[src/rtl/bus_arbiter_pkg.sv]
// Shared types and round-robin pick function for the 2:1 Wishbone-classic arbiter.
package bus_arbiter_pkg;

   // State values double as the grant_o encoding
   typedef enum logic [1:0] {
      IDLE  = 2'b00,
      GNT_I = 2'b01,
      GNT_D = 2'b10
   } arb_state_t;

   localparam logic [1:0] GNT_NONE  = 2'b00;
   localparam logic [1:0] GNT_INSTR = 2'b01;
   localparam logic [1:0] GNT_DATA  = 2'b10;

   function automatic arb_state_t rr_pick(input logic req_i, input logic req_d,
                                          input logic [1:0] last_grant);
      if (req_i && req_d)
         return (last_grant == GNT_INSTR) ? GNT_D : GNT_I;
      else if (req_i)
         return GNT_I;
      else if (req_d)
         return GNT_D;
      else
         return IDLE;
   endfunction

endpackage

[src/rtl/bus_arbiter_2to1.sv]
// Round-robin 2:1 arbiter sharing one Wishbone-classic memory port between an
// instruction bus and a data bus; one transfer per grant, optional ack timeout.
module bus_arbiter_2to1
   import bus_arbiter_pkg::*;
#(
   parameter int ADDR_WIDTH     = 32,
   parameter int DATA_WIDTH     = 32,
   parameter int TIMEOUT_CYCLES = 1024
) (
   input  logic                    clk,
   input  logic                    rst_n,
   input  logic                    core_cyc_i,
   input  logic                    core_stb_i,
   input  logic                    core_we_i,
   input  logic [DATA_WIDTH/8-1:0] core_wstrb_i,
   input  logic [ADDR_WIDTH-1:0]   core_addr_i,
   input  logic [DATA_WIDTH-1:0]   core_data_i,
   output logic [DATA_WIDTH-1:0]   core_data_o,
   output logic                    core_ack_o,
   output logic                    core_err_o,
   input  logic                    data_mem_cyc_i,
   input  logic                    data_mem_stb_i,
   input  logic                    data_mem_we_i,
   input  logic [DATA_WIDTH/8-1:0] data_mem_wstrb_i,
   input  logic [ADDR_WIDTH-1:0]   data_mem_addr_i,
   input  logic [DATA_WIDTH-1:0]   data_mem_data_i,
   output logic [DATA_WIDTH-1:0]   data_mem_data_o,
   output logic                    data_mem_ack_o,
   output logic                    data_mem_err_o,
   output logic                    mem_cyc_o,
   output logic                    mem_stb_o,
   output logic                    mem_we_o,
   output logic [DATA_WIDTH/8-1:0] mem_wstrb_o,
   output logic [ADDR_WIDTH-1:0]   mem_addr_o,
   output logic [DATA_WIDTH-1:0]   mem_data_o,
   input  logic [DATA_WIDTH-1:0]   mem_data_i,
   input  logic                    mem_ack_i,
   output logic [1:0]              grant_o
);

   localparam int              CNT_W    = (TIMEOUT_CYCLES > 0) ? $clog2(TIMEOUT_CYCLES + 1) : 1;
   localparam bit              TO_EN    = (TIMEOUT_CYCLES > 0);
   localparam logic [CNT_W-1:0] CNT_LAST = CNT_W'((TIMEOUT_CYCLES > 0) ? TIMEOUT_CYCLES - 1 : 0);
   localparam logic [CNT_W-1:0] CNT_MAX  = '1;

   arb_state_t       state, state_nxt;
   logic [1:0]       last_grant, last_grant_nxt;
   logic [CNT_W-1:0] cnt, cnt_nxt;

   logic req_i, req_d, own_i, own_d, own_cyc, own_stb, timeout_hit;

   assign req_i = core_cyc_i & core_stb_i;
   assign req_d = data_mem_cyc_i & data_mem_stb_i;
   assign own_i = (state == GNT_I);
   assign own_d = (state == GNT_D);

   assign own_cyc = (own_i & core_cyc_i) | (own_d & data_mem_cyc_i);
   assign own_stb = (own_i & core_stb_i) | (own_d & data_mem_stb_i);

   // Ack in the final cycle takes priority over the timeout
   assign timeout_hit = TO_EN & (own_i | own_d) & ~mem_ack_i & (cnt == CNT_LAST);

   always_ff @(posedge clk or negedge rst_n) begin
      if (!rst_n) begin
         state      <= IDLE;
         last_grant <= GNT_DATA;
         cnt        <= '0;
      end else begin
         state      <= state_nxt;
         last_grant <= last_grant_nxt;
         cnt        <= cnt_nxt;
      end
   end

   always_comb begin
      state_nxt      = state;
      last_grant_nxt = last_grant;
      cnt_nxt        = cnt;
      case (state)
         IDLE: begin
            state_nxt = rr_pick(req_i, req_d, last_grant);
            cnt_nxt   = '0;
         end
         GNT_I, GNT_D: begin
            if (mem_ack_i || !own_cyc || timeout_hit) begin
               state_nxt      = IDLE;
               last_grant_nxt = own_i ? GNT_INSTR : GNT_DATA;
               cnt_nxt        = '0;
            end else if (cnt != CNT_MAX) begin
               cnt_nxt = cnt + 1'b1;
            end
         end
         default: begin
            state_nxt = IDLE;
            cnt_nxt   = '0;
         end
      endcase
   end

   always_comb begin
      mem_cyc_o       = 1'b0;
      mem_stb_o       = 1'b0;
      mem_we_o        = 1'b0;
      mem_wstrb_o     = '0;
      mem_addr_o      = '0;
      mem_data_o      = '0;
      core_ack_o      = 1'b0;
      core_err_o      = 1'b0;
      data_mem_ack_o  = 1'b0;
      data_mem_err_o  = 1'b0;
      core_data_o     = '0;
      data_mem_data_o = '0;
      if (own_i) begin
         mem_we_o    = core_we_i;
         mem_wstrb_o = core_wstrb_i;
         mem_addr_o  = core_addr_i;
         mem_data_o  = core_data_i;
         core_ack_o  = mem_ack_i;
         core_err_o  = timeout_hit;
      end else if (own_d) begin
         mem_we_o       = data_mem_we_i;
         mem_wstrb_o    = data_mem_wstrb_i;
         mem_addr_o     = data_mem_addr_i;
         mem_data_o     = data_mem_data_i;
         data_mem_ack_o = mem_ack_i;
         data_mem_err_o = timeout_hit;
      end
      if (own_i || own_d) begin
         mem_cyc_o       = own_cyc & ~timeout_hit;
         mem_stb_o       = own_cyc & own_stb & ~timeout_hit;
         core_data_o     = mem_data_i;
         data_mem_data_o = mem_data_i;
      end
   end

   assign grant_o = state;

endmodule

[config.mk]
export PLATFORM = sky130hd
export DESIGN_NAME = bus_arbiter_2to1
export DESIGN_NICKNAME = d
export VERILOG_FILES = /design/src/rtl/bus_arbiter_pkg.sv /design/src/rtl/bus_arbiter_2to1.sv
export SDC_FILE = /design/constraint.sdc
export NUM_CORES = 1
export LEC_CHECK = 0
export ABC_CLOCK_PERIOD_IN_PS = 2600
export BUFFER_PORTS_ARGS = -buffer_cell sky130_fd_sc_hd__buf_2
export CAP_MARGIN = 5
export CORE_AREA = 5 5 120 122
export CTS_BUF_LIST = sky130_fd_sc_hd__clkbuf_8
export CTS_CLUSTER_DIAMETER = 100
export DETAILED_ROUTE_END_ITERATION = 8
export DIE_AREA = 0 0 125 127
export GPL_ROUTABILITY_DRIVEN = 0
export HOLD_SLACK_MARGIN = 0.08
export PLACE_DENSITY_LB_ADDON = 0.25
export SKIP_CTS_REPAIR_TIMING = 1
export SLEW_MARGIN = 30
export SYNTH_ARGS = -nofsm -noshare
export SYNTH_HDL_FRONTEND = slang
export SYNTH_SLANG_ARGS = --single-unit
export TNS_END_PERCENT = 30
[constraint.sdc]
create_clock -name clk -period 2.6 [get_ports clk]
set_clock_uncertainty 0.15 [all_clocks]
set_input_delay 0 -clock clk [delete_from_list [all_inputs] [get_ports clk]]
set_output_delay 0 -clock clk [all_outputs]
set_load 0.05 [all_outputs]
==> results.yml <==
timing:
  setup_viol: 0
  finalWorstSetupSlack_ps: 209
  final_max_tran_viols: 0
  setup_repair_after_global_routing_missed_its_margin: "no"
  post-route-period-util_pct: 91.9
  post-route-min-period_ps: 2390
  timing_worst_slew_pin_value_ps: 660
  hold_viol_final: 0
  fmax_mhz: 418
  slew_headroom_pct: 55.8
  hold_slack_ps: 52.6
synthesis:
  synth_area_per_cell_um2: 5.98
  synthCells: 382
  synth_warnings: 0
  most_area_consuming_cells_after_synthesis: "sky130_fd_sc_hd__nand2_1, sky130_fd_sc_hd__dfrtp_1, sky130_fd_sc_hd__o21ai_0, sky130_fd_sc_hd__buf_4, sky130_fd_sc_hd__and2_1"
  synth_sequential_area_ratio_pct: 16.5
  async_flop_share_pct: 100
  mappedNetlistArea_um2: 2290
  synth-seq-cells: 15
  synthDistinctLibCells: 40
  mappedNetlistNets: 563
  synth_area_leader_cell: "sky130_fd_sc_hd__nand2_1"
  synth_top_flop_cell: "sky130_fd_sc_hd__dfrtp_1"
  synth_edf_count: 0
  synth_top_area_share_pct: 22.0
clock_tree:
  clkSlewWorstSetupHoldPaths_ps: 60
  clock_latency_ps: 250
  max-clock-path-buffers: 2
  cts_buffers: 3
  sinks_on_clock_net: 15
  cts_tree: "built"
  cts_root_buffer: "sky130_fd_sc_hd__clkbuf_8"
  cts-htree-levels: 1
routing:
  wl_per_cell_um: 14.3
  detail-route-antenna-nets: 0
  drt_first_iter_violations: 107
  avgViaCountPerCell: 4.09
  route.vias.total: 3423
  drt_pre_antenna_iters: 6
  detail_route.drc_violations: 0
  route.final.wire_length_um: 12000
place:
  dpl.hpwl_um: 10300
  placedCellCount: 828
  detailedPlace.worstSlack_ps: 359
  buffers_on_ports: 317
  placed_cell_area_um2: 3850
final_layout:
  most_common_library_cell_in_the_layout_ignoring_fill_and_taps: "sky130_fd_sc_hd__buf_2"
  most-common-layout-cells: "sky130_fd_sc_hd__buf_2, sky130_fd_sc_hd__nand2_1, sky130_fd_sc_hd__o21ai_0, sky130_fd_sc_hd__and2_1"
  post_route_cells_drive_above_1_share_pct: 52.0
  final_design_area_no_fill_um2: 3950
  area_growth_pct: 72.8
  multiInputGateArea_um2: 1560
  nets: 843
  seqCellArea_um2: 377
  antenna_cells_inserted: 0
  layoutNonFillerInstCount: 837
  fill_cells: 1477
setup_path:
  critical_path_arrival_ps: 2240
  timing.critical_path.slowest_stage_cell: "sky130_fd_sc_hd__or4_4"
  crit_buf_inv: 3
  crit_path_start_kind: "register"
  critPathCaptureType: "output port"
  timing.setup.critical_path_class: "reg2out"
  critical_path.cell_chain: "inv_1 > ha_1 > or2b_1 > or4_4 > nor2_2 > buf_4 > and2_1 > buf_4"
  path_max_fanout: 3
  data_required_critical_path_ps: 2450
  cpLargestDelayFamily: "simple AND/OR/NAND/NOR gates"
  critPathMostFrequentCell: "sky130_fd_sc_hd__buf_4"
  crit_path_max_incr_delay_ps: 440
grt:
  grt_max_degree: 58
  grt_pass1_vias: 3202
  grt_util_met3_pct: 2.63
  grt_first_pass_wirelength_um: 17300
  grt.met1_usage_pct: 15.2
  grt_overflow_total: 0
  grt_util_met2_pct: 26.0
  busiest_layer: "met2"
  groute.usage.overall_pct: 13.2
  antenna_found_initial: 0
status:
  run_status: "complete, no violations"
pwr:
  post-layout-total-power_mw: 1.59
  power.static_leakage_nw: 2.25
  power.ir.vdd_worst_v: 0.000211
  power_density_nw_per_um2: 403
die:
  floorplan.core_area_um2: 13100
  floorplan.initialDensity_pct: 17.5
  core.rowCount: 42
  chipHeight_um: 127
  io_pins: 318
  floorplan.die_area_um2: 15900
  die_x_um: 125
flow_run:
  drv_cap: 0
min_path:
  hold_class: "in2reg"
## report_power, final
group	switching [mW]	internal [mW]	total, mW
sequential	0.00402	0.245	0.249
combinational	0.861	0.292	1.15
clock	0.0854	0.106	0.191
total	0.950	0.643	1.59
## synthesized netlist by cell type, types with 2 or more instances
library cell / number
sky130_fd_sc_hd__a22oi_1: 2
sky130_fd_sc_hd__buf_6: 2
sky130_fd_sc_hd__a22o_1: 4
sky130_fd_sc_hd__ha_1: 4
sky130_fd_sc_hd__nor3_1: 2
sky130_fd_sc_hd__and2_1: 36
sky130_fd_sc_hd__o21ai_0: 69
sky130_fd_sc_hd__nand4_1: 2
sky130_fd_sc_hd__mux2i_1: 4
sky130_fd_sc_hd__nand2_1: 134
sky130_fd_sc_hd__buf_4: 32
sky130_fd_sc_hd__a31oi_1: 2
sky130_fd_sc_hd__nand3_1: 6
sky130_fd_sc_hd__inv_1: 4
sky130_fd_sc_hd__and3_1: 2
sky130_fd_sc_hd__nor2_1: 13
sky130_fd_sc_hd__a21oi_1: 4
sky130_fd_sc_hd__clkbuf_1: 24
sky130_fd_sc_hd__xor2_1: 2
sky130_fd_sc_hd__dfrtp_1: 14
## metrics by stage
step | util (%) | setup TNS, ps
floorplan | - | -5990
global placement | 29.4 | 0
detailed placement | 29.4 | 0
CTS | 29.7 | 0
global route | 30.2 | 0
finish | 30.2 | 0
## flip-flops by register name, summed over array words and instances, names as in the netlist
name / cells
last_grant: 2
grant_o: 2
cnt: 11
## logic make-up (layout without fill, tap and decap cells)
kind of cell    count (synthesis)  count (layout)  synth area share [%]
fa+ha+maj                       4               4                  2.19
mux                             6               6                  2.90
xor+xnor                        3               3                  1.15
compound gates                 85              85                  20.1
simple gates                  206             206                  40.9
flops                          15              15                  16.5
buf+inv                        63             342                  16.3
## worst paths after layout
path / from / depth (start not counted) / slack, ps / to
setup reg to reg: grant_o[1] / 7 / 350 / grant_o[1]
max in group asynchronous: rst_n / 3 / 1130 / grant_o[1]
setup / recovery: grant_o[1] / 8 / 210 / core_err_o
min in group asynchronous: rst_n / 2 / 100 / last_grant[1]
hold / removal: mem_ack_i / 4 / 50 / last_grant[1]
hold reg to reg: last_grant[1] / 2 / 310 / last_grant[1]
## per-layer routing
metal / routed length (µm) / vias up
li1: - / 1777
met1: 4700 / 1473
met2: 6330 / 167
met3: 879 / 6
met4: 76 / 0
met5: 0 / -
## tightest hold or removal path, delay by kind of cell
kind | cells | cell delay (ps)
compound gates | 1 | 100
buf+inv | 1 | 150
mux | 1 | 80
simple gates | 1 | 110
## area by class of cell
class                   count  share of cell area, %
clock buffers               3                   1.05
repair buffers            334                   43.8
multi-input cells         304                   39.5
inverters                   4                  0.380
flip-flops and latches     15                   9.53
clock inverters             1                  0.127
well taps                 176                   5.57
Note: power is estimated with default switching activity, not from simulation.
